## config.mk

```make
export PLATFORM = sky130hd
export DESIGN_NAME = mcu_el2_dccm_bank_init
export DESIGN_NICKNAME = d
export VERILOG_FILES = /design/src/rtl/mcu_el2_dccm_bank_init.sv
export SDC_FILE = /design/constraint.sdc
export NUM_CORES = 1
export LEC_CHECK = 0
export ABC_AREA = 1
export CELL_PAD_IN_SITES_DETAIL_PLACEMENT = 0
export CELL_PAD_IN_SITES_GLOBAL_PLACEMENT = 2
export CORE_AREA = 2 2 173 175
export DETAILED_ROUTE_END_ITERATION = 7
export DIE_AREA = 0 0 175 177
export PLACE_DENSITY_LB_ADDON = 0.1
export SYNTH_ARGS = -nofsm -noshare
export SYNTH_HDL_FRONTEND = slang
export SYNTH_SLANG_ARGS = --single-unit
```

## constraint.sdc

```tcl
create_clock -name clk -period 4.6 [get_ports clk]
set_clock_uncertainty 0.2 [all_clocks]
set_input_delay 1.38 -clock clk [delete_from_list [all_inputs] [get_ports clk]]
set_output_delay 1.38 -clock clk [all_outputs]
set_load 0.005 [all_outputs]
```

## src/rtl/mcu_el2_dccm_bank_init.sv

```systemverilog
// mcu_el2_dccm_bank_init
// Sits between the core's exported DCCM bank signals and the physical DCCM
// SRAM banks. Core requests pass straight through, except while the
// sequencer is writing every word of every bank with zero data and zero ECC.
// All-zero is a valid SECDED codeword, so reads of any location after an
// initialisation never report a spurious ECC error.
//
// Optional build macro: MCU_DCCM_INIT_AUTO_EN
//   defined   -> initialisation starts on the first clock after reset release
//   undefined -> the block waits in IDLE for an init_req pulse
//
// Bus handshake: there is none. Every SRAM-side signal is a level that the
// SRAM samples each clock. A core access is "accepted" in any cycle where
// init_busy is low. While init_busy is high the core must stall, and any
// core clken seen in that window is recorded in init_collision.
module mcu_el2_dccm_bank_init #(
  parameter int NUM_BANKS = 4,
  parameter int ADDR_W    = 14,
  parameter int DATA_W    = 32,
  parameter int ECC_W     = 7
) (
  input  logic                          clk,
  input  logic                          rst_l,
  input  logic                          init_req,
  input  logic [NUM_BANKS-1:0]          dccm_clken_in,
  input  logic [NUM_BANKS-1:0]          dccm_wren_in,
  input  logic [NUM_BANKS*ADDR_W-1:0]   dccm_addr_in,
  input  logic [NUM_BANKS*DATA_W-1:0]   dccm_wr_data_in,
  input  logic [NUM_BANKS*ECC_W-1:0]    dccm_wr_ecc_in,
  output logic [NUM_BANKS-1:0]          dccm_clken_out,
  output logic [NUM_BANKS-1:0]          dccm_wren_out,
  output logic [NUM_BANKS*ADDR_W-1:0]   dccm_addr_out,
  output logic [NUM_BANKS*DATA_W-1:0]   dccm_wr_data_out,
  output logic [NUM_BANKS*ECC_W-1:0]    dccm_wr_ecc_out,
  output logic                          init_busy,
  output logic                          init_done,
  output logic                          init_collision
);

  // Last word address of a bank; reaching it ends the sweep.
  localparam logic [ADDR_W-1:0] ADDR_LAST = '1;

  typedef enum logic [1:0] {
    ST_IDLE = 2'd0,
    ST_INIT = 2'd1,
    ST_DONE = 2'd2
  } state_e;

  // Registered FSM state and sweep address; state_q is the debug view of
  // the sequencer for anyone probing the block.
  state_e             state_q;
  logic [ADDR_W-1:0]  addr_cnt_q;
  logic               busy_q;
  logic               done_q;
  logic               coll_q;

  // Start request: an external pulse, or the one-shot post-reset trigger
  // when automatic initialisation is built in.
  logic start;
  logic core_any_clken;

  assign core_any_clken = |dccm_clken_in;

`ifdef MCU_DCCM_INIT_AUTO_EN
  // Set by reset, consumed by the first clock after reset release.
  logic auto_pend_q;

  // One-shot post-reset trigger.
  always_ff @(posedge clk or negedge rst_l) begin
    if (!rst_l) begin
      auto_pend_q <= 1'b1;
    end else begin
      auto_pend_q <= 1'b0;
    end
  end

  assign start = init_req | auto_pend_q;
`else
  assign start = init_req;
`endif

  // Sequencer FSM: owns state, sweep counter and all status flags.
  always_ff @(posedge clk or negedge rst_l) begin
    if (!rst_l) begin
      state_q    <= ST_IDLE;
      addr_cnt_q <= '0;
      busy_q     <= 1'b0;
      done_q     <= 1'b0;
      coll_q     <= 1'b0;
    end else begin
      case (state_q)
        ST_INIT: begin
          // Core traffic is ignored here, but any attempt is remembered.
          if (core_any_clken) begin
            coll_q <= 1'b1;
          end
          // A repeated init_req is deliberately not looked at in this state.
          if (addr_cnt_q == ADDR_LAST) begin
            state_q    <= ST_DONE;
            addr_cnt_q <= '0;
            busy_q     <= 1'b0;
            done_q     <= 1'b1;
          end else begin
            addr_cnt_q <= addr_cnt_q + 1'b1;
          end
        end
        default: begin
          // IDLE and DONE behave identically apart from the done flag.
          // A start clears a pending collision even if one is raised in
          // the same cycle, because collisions are only counted in INIT.
          if (start) begin
            state_q    <= ST_INIT;
            addr_cnt_q <= '0;
            busy_q     <= 1'b1;
            done_q     <= 1'b0;
            coll_q     <= 1'b0;
          end
        end
      endcase
    end
  end

  assign init_busy      = busy_q;
  assign init_done      = done_q;
  assign init_collision = coll_q;

  // Zero-latency SRAM-side mux: sweep values in INIT, core passthrough
  // otherwise. Only registered state selects, so there is no path from
  // init_req to the SRAM pins.
  logic sweep_sel;
  assign sweep_sel = (state_q == ST_INIT);

  for (genvar b = 0; b < NUM_BANKS; b++) begin : g_bank
    // Per-bank output select.
    always_comb begin
      dccm_clken_out[b]                     = dccm_clken_in[b];
      dccm_wren_out[b]                      = dccm_wren_in[b];
      dccm_addr_out[b*ADDR_W +: ADDR_W]     = dccm_addr_in[b*ADDR_W +: ADDR_W];
      dccm_wr_data_out[b*DATA_W +: DATA_W]  = dccm_wr_data_in[b*DATA_W +: DATA_W];
      dccm_wr_ecc_out[b*ECC_W +: ECC_W]     = dccm_wr_ecc_in[b*ECC_W +: ECC_W];
      if (sweep_sel) begin
        dccm_clken_out[b]                    = 1'b1;
        dccm_wren_out[b]                     = 1'b1;
        dccm_addr_out[b*ADDR_W +: ADDR_W]    = addr_cnt_q;
        dccm_wr_data_out[b*DATA_W +: DATA_W] = '0;
        dccm_wr_ecc_out[b*ECC_W +: ECC_W]    = '0;
      end
    end
  end

endmodule

```

==> flow_summary.yaml <==
placement:
  gp_congestion: 0.711
  placement.io_buffers: 445
  dp_cells: 1414
  hpwlAfterDp_mm: 16.7
  dp_slack_ps: 389
clocking:
  cts_resized: 0
  clock_latency_ps: 250
  cts_setup_buffers: 0
  cts_tree: "built"
  clkTransAtPathRegs_ps: 50
  cts_buffers: 3
  h-tree-depth: 1
  cts_root_buffer: "clkbuf_16"
  cts_hold_buffers: 0
  cts.sinks: 17
  clock_path_buffers: 2
routing:
  ant_nets: 0
  routedWlPerCell_um: 14.0
  routed_wl_mm: 19.8
  first_pass_iters: 4
  drt_iter0_markers: 173
  drcViolationCount: 0
  post_drt_via_cell_ratio: 3.24
  routed-via-count: 4594
floorplanning:
  num_io_pins: 446
  rows: 63
  die_w_um: 175
  dieArea_um2: 31000
  initial_core_util: 0.0979
  core_um2: 29200
  die_h_um: 177
synth:
  synth_top_area_share: 0.227
  syn_area_per_cell_um2: 4.74
  synth_seq_area_share: 0.149
  yosysTopAreaCell: "inv_1"
  synth.top_cells.by_count: "173 x inv_1, 164 x nor2_1, 160 x nand2_1"
  synth_seq_cells: 17
  synth_area_leaders: "inv_1 23%, nor2_1 22%, nand2_1 21%"
  synth_warnings: 0
  post-synth-top-count-cell: "inv_1"
  yosysUniqueCellTypes: 29
  synthArstFlopShare: 1.00
  synth_enable_flop_cells: 0
  synth.cell_area_um2: 2860
  synth_nets: 828
  ys.flop_type: "dfrtp_1"
  syn_inst: 604
grt:
  grt_max_degree: 116
  gr-total-overflow: 0
  antenna_found_initial: 0
  grt_pass1_wl_mm: 28.2
  grt_pass1_vias: 4446
  grt_use_total: 0.119
sta:
  worst_slew_pin_slew_ps: 913
  fin_setup_tns_ps: 0
  rsz0062_at_grt: "false"
  timing.final.crit_period_ps: 4210
  finalSetupViolCount: 0
  period_share: 0.914
  maxSlewHeadroom: 0.389
  timing.fmax_mhz: 238
  setup_ws_ps: 395
  hold_violations: 0
  slew_violations: 0
power_and_ir_drop:
  power.density_nw_per_um2: 165
  internal_power_w: 0.000846
  seqPwrFrac: 0.200
  p_sw_w: 0.000443
  p_clk_frac: 0.140
  combPwrFrac: 0.660
  switching_share: 0.344
  power_leakage_nw: 3.77
  ir_drop_uv: 148
critical_path:
  arrival_ps: 2630
  worstPathMaxFanout: 1
  start_kind: "input pin"
  cp_data_required_time_ps: 3020
  crit_type: "in -> out"
  cp-end-kind: "primary output"
run_status:
  status: "complete, no violations"
layout:
  instances_no_fill: 1418
  synthToLayoutAreaGrowth_pct: 173
  finalNetCount: 1253
  fin_util: 0.267
  antenna_cells: 0
  drive_gt1_frac: 0.0340
  num-fill-cells: 3262
job:
  cap_viol_max_count: 0
min_path:
  min_path_type: "reg -> reg"
-- state kept, by name (all words and copies together), names as in the netlist --
register,flops
addr_cnt_q,14
state_q,2
init_collision,1
-- cell usage in the layout (no fill, tap or decap), types with 2 or more instances in the layout --
cell and instances:
a21oi_1 2, nand4_1 6, clkbuf_16 3, inv_1 173, nand2_1 160, or2_2 5
dfrtp_1 17, nand3_1 7, nand2_4 2, xor2_1 4, o21ai_0 3, o21ai_1 3
inv_2 4, nor2_4 5, nand2_2 5, clkdlybuf4s50_1 445, nor2_1 164, buf_12 3
o21ai_2 5
-- power groups by stage --
stage | Sequential (W) | Clock [W] | Combinational, W
3_5_place_dp | 0.000262 | 0 | 0.000863
3_3_place_gp | 0.000263 | 0 | 0.000880
4_1_cts | 0.000261 | 0.000187 | 0.000870
2_1_floorplan | 0.000233 | 0 | 0.000300
6_report | 0.000258 | 0.000181 | 0.000851
5_1_grt | 0.000269 | 0.000194 | 0.000937
-- critical path, cell delays in order --
cell and delay [ps]:
clkdlybuf4s50_1 510, inv_1 50, nor2_1 140, clkdlybuf4s50_1 540
-- cells by family (layout without fill, tap and decap cells) --
| family | count (synthesis) | in the layout | share of synthesized area |
|---|---|---|---|
| AND/OR/NAND/NOR | 358 | 358 | 0.510 |
| buffers and inverters | 206 | 630 | 0.283 |
| AO/OA/AOI/OAI | 17 | 17 | 0.0393 |
| adder cells (fa/ha/maj) | 1 | 1 | 0.00437 |
| XOR/XNOR | 5 | 5 | 0.0153 |
| flip-flops | 17 | 17 | 0.149 |
-- per-stage QoR --
step                      total power [W]  hold WS (ps)  cell area, µm²
after CTS                         0.00132           336            7810
final                             0.00129           328            7810
after floorplan                  0.000533           313            2860
after detailed placement          0.00113           324            7730
after global routing              0.00140           373            7810
after global placement            0.00114           321            7730
-- routing by layer --
layer	vias to the layer above	GRT usage	routed length, µm
li1	2505	-	-
met1	1883	0.118	6930
met2	202	0.250	11200
met5	-	0	0
met3	4	0.0331	1620
met4	0	0.00938	83
-- path summary, 6_finish.rpt --
kind	from	to	slack, ps	cells past startpoint
min in group asynchronous	rst_l	addr_cnt_q[13]	1440	1
min reg2reg	init_collision	init_collision	330	2
max in group asynchronous	rst_l	addr_cnt_q[12]	2190	1
max	dccm_wr_data_in[126]	dccm_wr_data_out[126]	390	4
min	init_collision	init_collision	330	2
max reg2reg	state_q[1]	addr_cnt_q[12]	2830	5
-- layout make-up --
type,instances,area [µm²],area share
multi-input combinational,381,1630,0.209
tap,390,488,0.0625
sequential,17,425,0.0545
clock buffer,4,78.8,0.0101
inverter,177,664,0.0851
timing repair buffer,449,4520,0.579
No activity file was read; power rests on OpenSTA's default activity.
